<file path="config.mk">
export PLATFORM = sky130hd
export DESIGN_NAME = sub_serial
export DESIGN_NICKNAME = d
export VERILOG_FILES = /design/src/rtl/sub_serial.sv
export SDC_FILE = /design/constraint.sdc
export NUM_CORES = 1
export LEC_CHECK = 0
export BUFFER_PORTS_ARGS = -buffer_cell sky130_fd_sc_hd__buf_2
export CORE_UTILIZATION = 35
export CTS_CLUSTER_DIAMETER = 120
export DETAILED_ROUTE_END_ITERATION = 16
export GPL_ROUTABILITY_DRIVEN = 0
export PLACE_DENSITY_LB_ADDON = 0.25
export SLEW_MARGIN = 20
export SYNTH_ARGS = -nofsm -noshare
export SYNTH_HDL_FRONTEND = slang
export SYNTH_SLANG_ARGS = --single-unit
</file>
<file path="constraint.sdc">
create_clock -name i_clk -period 1.6 [get_ports i_clk]
set_clock_uncertainty 0.2 [all_clocks]
set_input_delay 0.4 -clock i_clk [delete_from_list [all_inputs] [get_ports i_clk]]
set_output_delay 0.4 -clock i_clk [all_outputs]
set_load 0.05 [all_outputs]
</file>
<file path="src/rtl/sub_serial.sv">
// sub_serial: bit-serial subtractor, D = A - B - borrow_in, LSB first; SUB_SERIAL_OVF_EN adds o_ovf.
// Rev 1.0
`default_nettype none

module sub_serial #(
  parameter int WIDTH = 4
) (
  input  logic             i_clk,
  input  logic             i_rst,
  input  logic             i_start,
  input  logic [WIDTH-1:0] i_a,
  input  logic [WIDTH-1:0] i_b,
  input  logic             i_b_in,
  output logic             o_ready,
  output logic             o_busy,
  output logic             o_valid,
  output logic [WIDTH-1:0] o_d,
  output logic             o_b
`ifdef SUB_SERIAL_OVF_EN
  ,
  output logic             o_ovf
`endif
);

  localparam int CW = $clog2(WIDTH);

  localparam logic [1:0] IDLE = 2'd0;
  localparam logic [1:0] RUN  = 2'd1;
  localparam logic [1:0] DONE = 2'd2;

  logic [1:0]       state;
  logic [1:0]       state_next;
  logic [WIDTH-1:0] a_sr;
  logic [WIDTH-1:0] b_sr;
  logic             br;
  logic [CW-1:0]    cnt;
  logic             d_bit;
  logic             br_next;
  logic             last_bit;

  assign d_bit    = a_sr[0] ^ b_sr[0] ^ br;
  assign br_next  = (~a_sr[0] & b_sr[0]) | (~(a_sr[0] ^ b_sr[0]) & br);
  assign last_bit = (cnt == CW'(WIDTH - 1));

  always_ff @(posedge i_clk) begin
    if (i_rst) begin
      state <= IDLE;
    end else begin
      state <= state_next;
    end
  end

  always_comb begin
    state_next = state;
    case (state)
      IDLE:    if (i_start) state_next = RUN;
      RUN:     if (last_bit) state_next = DONE;
      DONE:    state_next = IDLE;
      default: state_next = IDLE;
    endcase
  end

  always_comb begin
    o_ready = (state == IDLE);
    o_busy  = (state == RUN);
    o_valid = (state == DONE);
  end

  // The minuend register doubles as the result register: difference bits
  // enter at the MSB as minuend bits leave at the LSB.
  always_ff @(posedge i_clk) begin
    if (i_rst) begin
      a_sr  <= '0;
      b_sr  <= '0;
      br    <= 1'b0;
      cnt   <= '0;
      o_d   <= '0;
      o_b   <= 1'b0;
`ifdef SUB_SERIAL_OVF_EN
      o_ovf <= 1'b0;
`endif
    end else begin
      case (state)
        IDLE: begin
          if (i_start) begin
            a_sr <= i_a;
            b_sr <= i_b;
            br   <= i_b_in;
            cnt  <= '0;
          end
        end
        RUN: begin
          a_sr <= {d_bit, a_sr[WIDTH-1:1]};
          b_sr <= {1'b0, b_sr[WIDTH-1:1]};
          br   <= br_next;
          cnt  <= cnt + CW'(1);
          if (last_bit) begin
            o_d   <= {d_bit, a_sr[WIDTH-1:1]};
            o_b   <= br_next;
`ifdef SUB_SERIAL_OVF_EN
            // On the last bit the shift registers hold the operand MSBs.
            o_ovf <= (a_sr[0] ^ b_sr[0]) & (a_sr[0] ^ d_bit);
`endif
          end
        end
        default: ;
      endcase
    end
  end

endmodule

`default_nettype wire
</file>
Yosys cells after proc, flatten, opt, wreduce, memory -nomap -nowiden
Index checks and enable logic that the tools add are counted.
{ "totals": {"register_bits": 18, "output_inout_bits": 8, "in_bits": 12} }
{ "op_classes": {"addsub": 1, "reduce_logical": 5, "eq_ne": 5, "muxes": 11, "n_bitwise": 7} }
{ "op_table": {"columns": ["cell", "count"], "rows": [
  ["4-bit one-hot mux with 2 select lines", 2],
  ["4-bit two-way mux", 2],
  ["2-bit one-hot mux with 2 select lines", 2],
  ["2-bit two-way mux", 3],
  ["2-bit AND reduction", 3],
  ["2-bit equality test (second input constant)", 2],
  ["2-bit by 1-bit adder with 2-bit output (second input constant)", 1],
  ["1-bit AND", 2],
  ["2-bit by 1-bit equality test with 1-bit output (second input constant)", 1],
  ["2-bit logical NOT", 1],
  ["2-bit by 1-bit inequality test with 1-bit output (second input constant)", 1],
  ["2-bit inequality test (second input constant)", 1],
  ["1-bit NOT", 2],
  ["1-bit one-hot mux with 2 select lines", 1],
  ["2-bit nonzero test", 1],
  ["1-bit XOR", 2],
  ["1-bit two-way mux", 1],
  ["1-bit OR", 1]
]} }

Logic depth before layout (Yosys ltp)
Gate-level depths: netlist (run 1).
{ "depth": {"word_depth": 5, "mapped_depth": 6} }

Worst setup path before layout (run 1)
Ideal clock, no wire load.
{ "synth_path": {"kind": "flip-flop to output port", "from": "reg state[0]", "to": "out o_valid", "stages_incl_launch_ff": 4, "path_slack_ns": -0.309, "n_path_buf": 2, "arrival_time_ns": 1.309, "required_ns": 1.000, "cell_sequence": "dfxtp_1 > buf_6 > buf_2 > nor2b_1"} }
{ "synth_via": {"elab_chain_cells": 1} }
{ "synth_rtl": {"columns": ["item", "line", "text"], "rows": [
  ["start: declaration", "31", "logic [1:0] state;"],
  ["start signal: assignment", "49", "state <= state_next;"],
  ["2-bit equality test", "66", "o_valid = (state == DONE);"],
  ["end: declaration", "16", "output logic o_valid,"]
]} }
Every way passes these cells.

Final worst setup path (run 1)
Same ends and word-level chain as after synthesis.

==> impl_metrics.env, run 1 <==
export IMPL_hold_violations=0
export IMPL_ys_warnings_count=0
export IMPL_finalSetupTns_ps=-41.7
export IMPL_die_h_um=51.2
export IMPL_finalSetupViolations=2
export IMPL_rows=17
export IMPL_area_delta_synth_final_pct=27.1
export IMPL_routedWlPerCell_um=11.9
export IMPL_drt_pass1_iterations=4
export IMPL_slew_violations=0
export IMPL_whs_endpoint="b_sr[3]"
export IMPL_r2r_slack_ps=80
export IMPL_ir_drop_uv=378
export IMPL_synth_seq_cells=18
export IMPL_synth_area_um2=846
export IMPL_cts_made_buffers=3
export IMPL_cts_sinks=18
export IMPL_clk_latency_ps=290
export IMPL_crit_type="flop to primary output"
export IMPL_period_minus_slack_ps=1630
export IMPL_critPathMaxFanout=4
export IMPL_dp_hpwl_mm=1.14
export IMPL_r2r_end="a_sr[1]"
export IMPL_fmax_ghz=0.613
export IMPL_multiInputGateArea_um2=432
export IMPL_status="finished, violations left"
export IMPL_async_reset_ff_frac=0
export IMPL_power_leakage_nw=0.451
export IMPL_initial_core_util=0.375
export IMPL_nNetsFinal=123
export IMPL_antenna_left=0
export IMPL_setup_slack_ps=-32.1
export IMPL_min_path_cells=3
export IMPL_stdcell_count=136
export IMPL_wl_mm=1.63
export IMPL_drive_above_1_share=0.435
export IMPL_grt_first_pass_wirelength_mm=2.87
export IMPL_synth_top_family_by_area="compound AO/OA/AOI/OAI gates"
export IMPL_synth_most_common_cell="dfxtp_1"
export IMPL_yosys_area_share_simple=0.142
export IMPL_netlist_top_cells_count="18 x dfxtp_1, 13 x nor2_1, 9 x a211oi_2, 9 x mux2i_1, 5 x a21oi_1"
export IMPL_synth_xor_area_frac=0
export IMPL_violations="setup timing"
export IMPL_reg2reg_depth=6
export IMPL_drt_iter0_drc=4
export IMPL_synthAdderAreaFrac=0.0385
export IMPL_p_total_mw=0.955
export IMPL_grt_pass1_vias=648
export IMPL_hold_class="input pin to flop"
export IMPL_post_route_drc_count=0
export IMPL_powerDensity_mw_per_mm2=888
export IMPL_dp_cells=130
export IMPL_syn_instance_count=85
export IMPL_portBuffers=19
export IMPL_synth_compound_area_share=0.203
export IMPL_synth_edf_count=0
export IMPL_rsz0062_at_grt="true"
export IMPL_cts_tree="built"
export IMPL_antenna_found_initial=0
export IMPL_core_area_mm2=0.00225
export IMPL_syn_area_per_cell_um2=9.95
export IMPL_ys_seq_area_frac=0.426
export IMPL_grt_use_total=0.149
export IMPL_worst_pin_slew_ps=436
export IMPL_startpoint="state[0]"
export IMPL_min_from="i_b[3]"
export IMPL_synth_mux_area_frac=0.107
export IMPL_vias=666
export IMPL_via_per_inst=4.90
export IMPL_ff_latch_area_um2=367
export IMPL_cts_path_max_buffers=2
export IMPL_dieArea_mm2=0.00262
export IMPL_synth_main_ff_cell="dfxtp_1"
export IMPL_r2r_start="state[0]"
export IMPL_grt_max_degree=19
export IMPL_cts_root_buf="clkbuf_4"
export IMPL_synth_cell_types=22
export IMPL_maxCapViolations=0
export IMPL_nFillCells=238
export IMPL_netlist_top_cells_area="dfxtp_1 43%, a211oi_2 13%, mux2i_1 11%"
export IMPL_diodes=0
export IMPL_synth_fp_nets=99
export IMPL_cts_reportedPaths_clkPinSlew_ps=100
export IMPL_start_kind="flop"
export IMPL_synth_top_cell_area_share=0.426
export IMPL_crit_path_end_kind="primary output"
export IMPL_max_slew_margin=0.709
export IMPL_yosysTopAreaCell="dfxtp_1"
export IMPL_grt_overflow=0
export IMPL_die_width_um=51.2
export IMPL_io_pins=20
export IMPL_cp_data_arrival_time_ps=1030
export IMPL_htree_levels=1
export IMPL_cp_required_ps=1000
export IMPL_final_period_utilization=1.02
[flip-flops by register name, summed over array words and instances (netlist names)]
| name | count |
|---|---|
| a_sr | 4 |
| o_b | 1 |
| state | 2 |
| o_d | 4 |
| br | 1 |
| cnt | 2 |
| b_sr | 4 |
[how the worst max path moves through the flow]
| stage | cells after the start | endpoint |
|---|---|---|
| 2_1_floorplan | 3 | o_valid |
| 3_3_place_gp | 4 | a_sr[3] |
| 3_5_place_dp | 4 | a_sr[3] |
| 4_1_cts | 3 | o_valid |
| 5_1_grt | 3 | o_valid |
| 6_report | 3 | o_valid |
[critical path, stage by stage, from the launching register on]
cell,delay (ps)
dfxtp_2,350
buf_8,130
nor2b_4,120
buf_8,150
[cell type report]
type | count | area share
clock buffers | 4 | 0.0338
inverters | 4 | 0.0140
multi-input cells | 56 | 0.402
flip-flops and latches | 18 | 0.341
well taps | 28 | 0.0326
repair buffers | 26 | 0.177
[what timing repair did]
item                       4_1_cts  5_1_grt
gates cloned                     0        0
hold buffers                     0        0
resized for setup               14        3
buffers inserted                 2        0
setup endpoints to repair        3       10
[placed cells by master, fill, tap and decap left out, types with 4 or more instances in the layout]
master,n
buf_2,16
dfxtp_1,15
nor2_1,12
mux2i_1,9
a211oi_2,9
a21oi_1,5
buf_4,5
inv_1,4
nand3_1,4
nand2_1,4
[report_power, final]
group	switching, mW	total (mW)	leakage [nW]	internal, mW
clock network	0.139	0.277	0.0210	0.138
registers	0.0183	0.491	0.149	0.473
logic	0.0984	0.186	0.281	0.0878
total	0.255	0.955	0.451	0.699
[per-stage QoR]
step	utilization	hold WS (ps)	instance area, um^2	setup WS (ps)
after global placement	0.432	245	975	119
after global routing	0.477	162	1070	-90.0
after floorplan	-	254	851	-56.3
after detailed placement	0.432	246	975	126
final	0.477	175	1070	-32.1
after CTS	0.474	162	1070	-39.0
[metal layers]
metal | share of wire | vias up | track usage | wire length (um)
met5 | 0 | - | 0 | 0
met4 | 0.0068 | 0 | 0.0694 | 11
met3 | 0.028 | 2 | 0.0268 | 46
met2 | 0.48 | 10 | 0.239 | 781
met1 | 0.48 | 315 | 0.192 | 785
li1 | - | 339 | - | -
[cell families (layout without fill, tap and decap cells)]
kind of cell | count (synthesis) | after routing
AO/OA/AOI/OAI | 18 | 18
AND/OR/NAND/NOR | 27 | 27
adder cells (fa/ha/maj) | 2 | 2
multiplexers | 9 | 9
buffers and inverters | 11 | 34
flip-flops | 18 | 18
(Power assumes the default switching activity.)
==> run 2, diff against run 1 <==
--- a/constraint.sdc
+++ b/constraint.sdc
@@ -4,2 +4,2 @@
 set_output_delay 0.4 -clock i_clk [all_outputs]
-set_load 0.05 [all_outputs]
+set_load 0.1 [all_outputs]
==> run 2 against run 1 <==
  * Worst setup slack worse by 44 ps
  * Utilization up 5.3 points
  * Clock-buffer cell count unchanged
  * The flow still finishes with violations (setup timing)
  * Critical path depth unchanged
  * Hold slack about the same
  * Critical path type unchanged
==> impl_metrics.env, run 2 (synthesized netlist as in run 1, its figures left out) <==
export IMPL_core_area_mm2=0.00225
export IMPL_cts_made_buffers=3
export IMPL_nFillCells=225
export IMPL_grt_pass1_vias=710
export IMPL_crit_path_end_kind="primary output"
export IMPL_clk_latency_ps=280
export IMPL_worst_pin_slew_ps=412
export IMPL_grt_use_total=0.161
export IMPL_busiest_layer="met2"
export IMPL_setup_slack_ps=-76.5
export IMPL_finalSetupViolations=3
export IMPL_finalSetupTns_ps=-167
export IMPL_critPathMaxFanout=6
export IMPL_multiInputGateArea_um2=439
export IMPL_power_leakage_nw=0.484
export IMPL_via_per_inst=4.91
export IMPL_cts_sinks=18
export IMPL_maxCapViolations=0
export IMPL_crit_type="flop to primary output"
export IMPL_cts_tree="built"
export IMPL_wl_mm=1.77
export IMPL_cts_hold_buf=0
export IMPL_grt_overflow=0
export IMPL_antenna_found_initial=0
export IMPL_grt_use_met3=0.0268
export IMPL_cts_root_buf="clkbuf_4"
export IMPL_io_pins=20
export IMPL_dieArea_mm2=0.00262
export IMPL_dp_cells=131
export IMPL_stdcell_count=138
export IMPL_drive_above_1_share=0.445
export IMPL_area_delta_synth_final_pct=41.1
export IMPL_ff_latch_area_um2=365
export IMPL_final_period_utilization=1.05
export IMPL_reg_top3="a_sr x4, b_sr x4, o_d x4"
export IMPL_max_slew_margin=0.725
export IMPL_ir_drop_uv=548
export IMPL_portBuffers=19
export IMPL_antenna_left=0
export IMPL_p_total_mw=0.981
export IMPL_final_common_cell="dfxtp_1"
export IMPL_grt_first_pass_wirelength_mm=3.04
export IMPL_die_width_um=51.2
export IMPL_rows=17
export IMPL_htree_levels=1
export IMPL_cts_path_max_buffers=2
export IMPL_period_minus_slack_ps=1680
export IMPL_cp_required_ps=1000
export IMPL_drt_pass1_iterations=4
export IMPL_post_route_drc_count=0
export IMPL_grt_max_degree=19
export IMPL_diodes=0
export IMPL_drt_iter0_drc=6
export IMPL_routedWlPerCell_um=12.8
export IMPL_die_h_um=51.2
export IMPL_grt_use_met1=0.177
export IMPL_powerDensity_mw_per_mm2=822
export IMPL_nNetsFinal=125
export IMPL_met2_usage=0.285
export IMPL_final_cell_mix="16 x dfxtp_1, 11 x nor2_1, 11 x buf_2"
export IMPL_rsz0062_at_grt="true"
export IMPL_dp_hpwl_mm=1.26
export IMPL_initial_core_util=0.375
export IMPL_cts_reportedPaths_clkPinSlew_ps=100
export IMPL_hold_violations=0
export IMPL_cp_data_arrival_time_ps=1080
export IMPL_start_kind="flop"
export IMPL_vias=678
export IMPL_violations="setup timing"
export IMPL_slew_violations=0
export IMPL_hold_class="input pin to flop"
export IMPL_fmax_ghz=0.596
export IMPL_status="finished, violations left"
run 2: routing by layer:
metal	vias to the layer above	part of all wire
li1	344	-
met2	14	0.52
met1	318	0.44
met5	-	0
met4	0	0.0090
met3	2	0.034
run 2: area by class of cell:
type	count	share of cell area
Timing Repair Buffer	28	0.254
Multi-Input combinational cell	56	0.368
Tap cell	28	0.0294
Clock buffer	4	0.0304
Sequential cell	18	0.306
Inverter	4	0.0126
run 2: report_power, final:
part / switching, mW / internal (mW) / total [mW]
clock: 0.137 / 0.138 / 0.275
combinational: 0.116 / 0.0986 / 0.214
sequential: 0.0191 / 0.472 / 0.492
total: 0.272 / 0.710 / 0.981
run 2: through the flow:
stage / utilization / hold WS, ps / cell area, um^2 / setup WS (ps)
2_1_floorplan: - / 254 / 871 / -46.0
5_1_grt: 0.529 / 184 / 1190 / -132
6_report: 0.529 / 175 / 1190 / -76.5
3_5_place_dp: 0.493 / 283 / 1110 / 107
4_1_cts: 0.525 / 166 / 1180 / -83.7
3_3_place_gp: 0.493 / 270 / 1110 / 160
run 2: path summary, 6_finish.rpt:
check | start | end | slack [ps] | cells after the start
setup / recovery | state[1] | o_ready | -80 | 3
hold / removal | i_b[3] | b_sr[3] | 170 | 3
setup reg to reg | state[0] | a_sr[3] | 70 | 6
hold reg to reg | cnt[0] | cnt[0] | 300 | 1
run 2: critical path, cell delays in order, from the launching register on:
cell and delay [ps]:
dfxtp_4 390, buf_6 120, nor2_4 100, buf_12 180
run 2: repair_timing:
item | CTS | global route
endpoints found under the setup margin | 3 | 11
pin swaps | 1 | 0
setup buffers | 2 | 1
gates resized for setup | 7 | 2
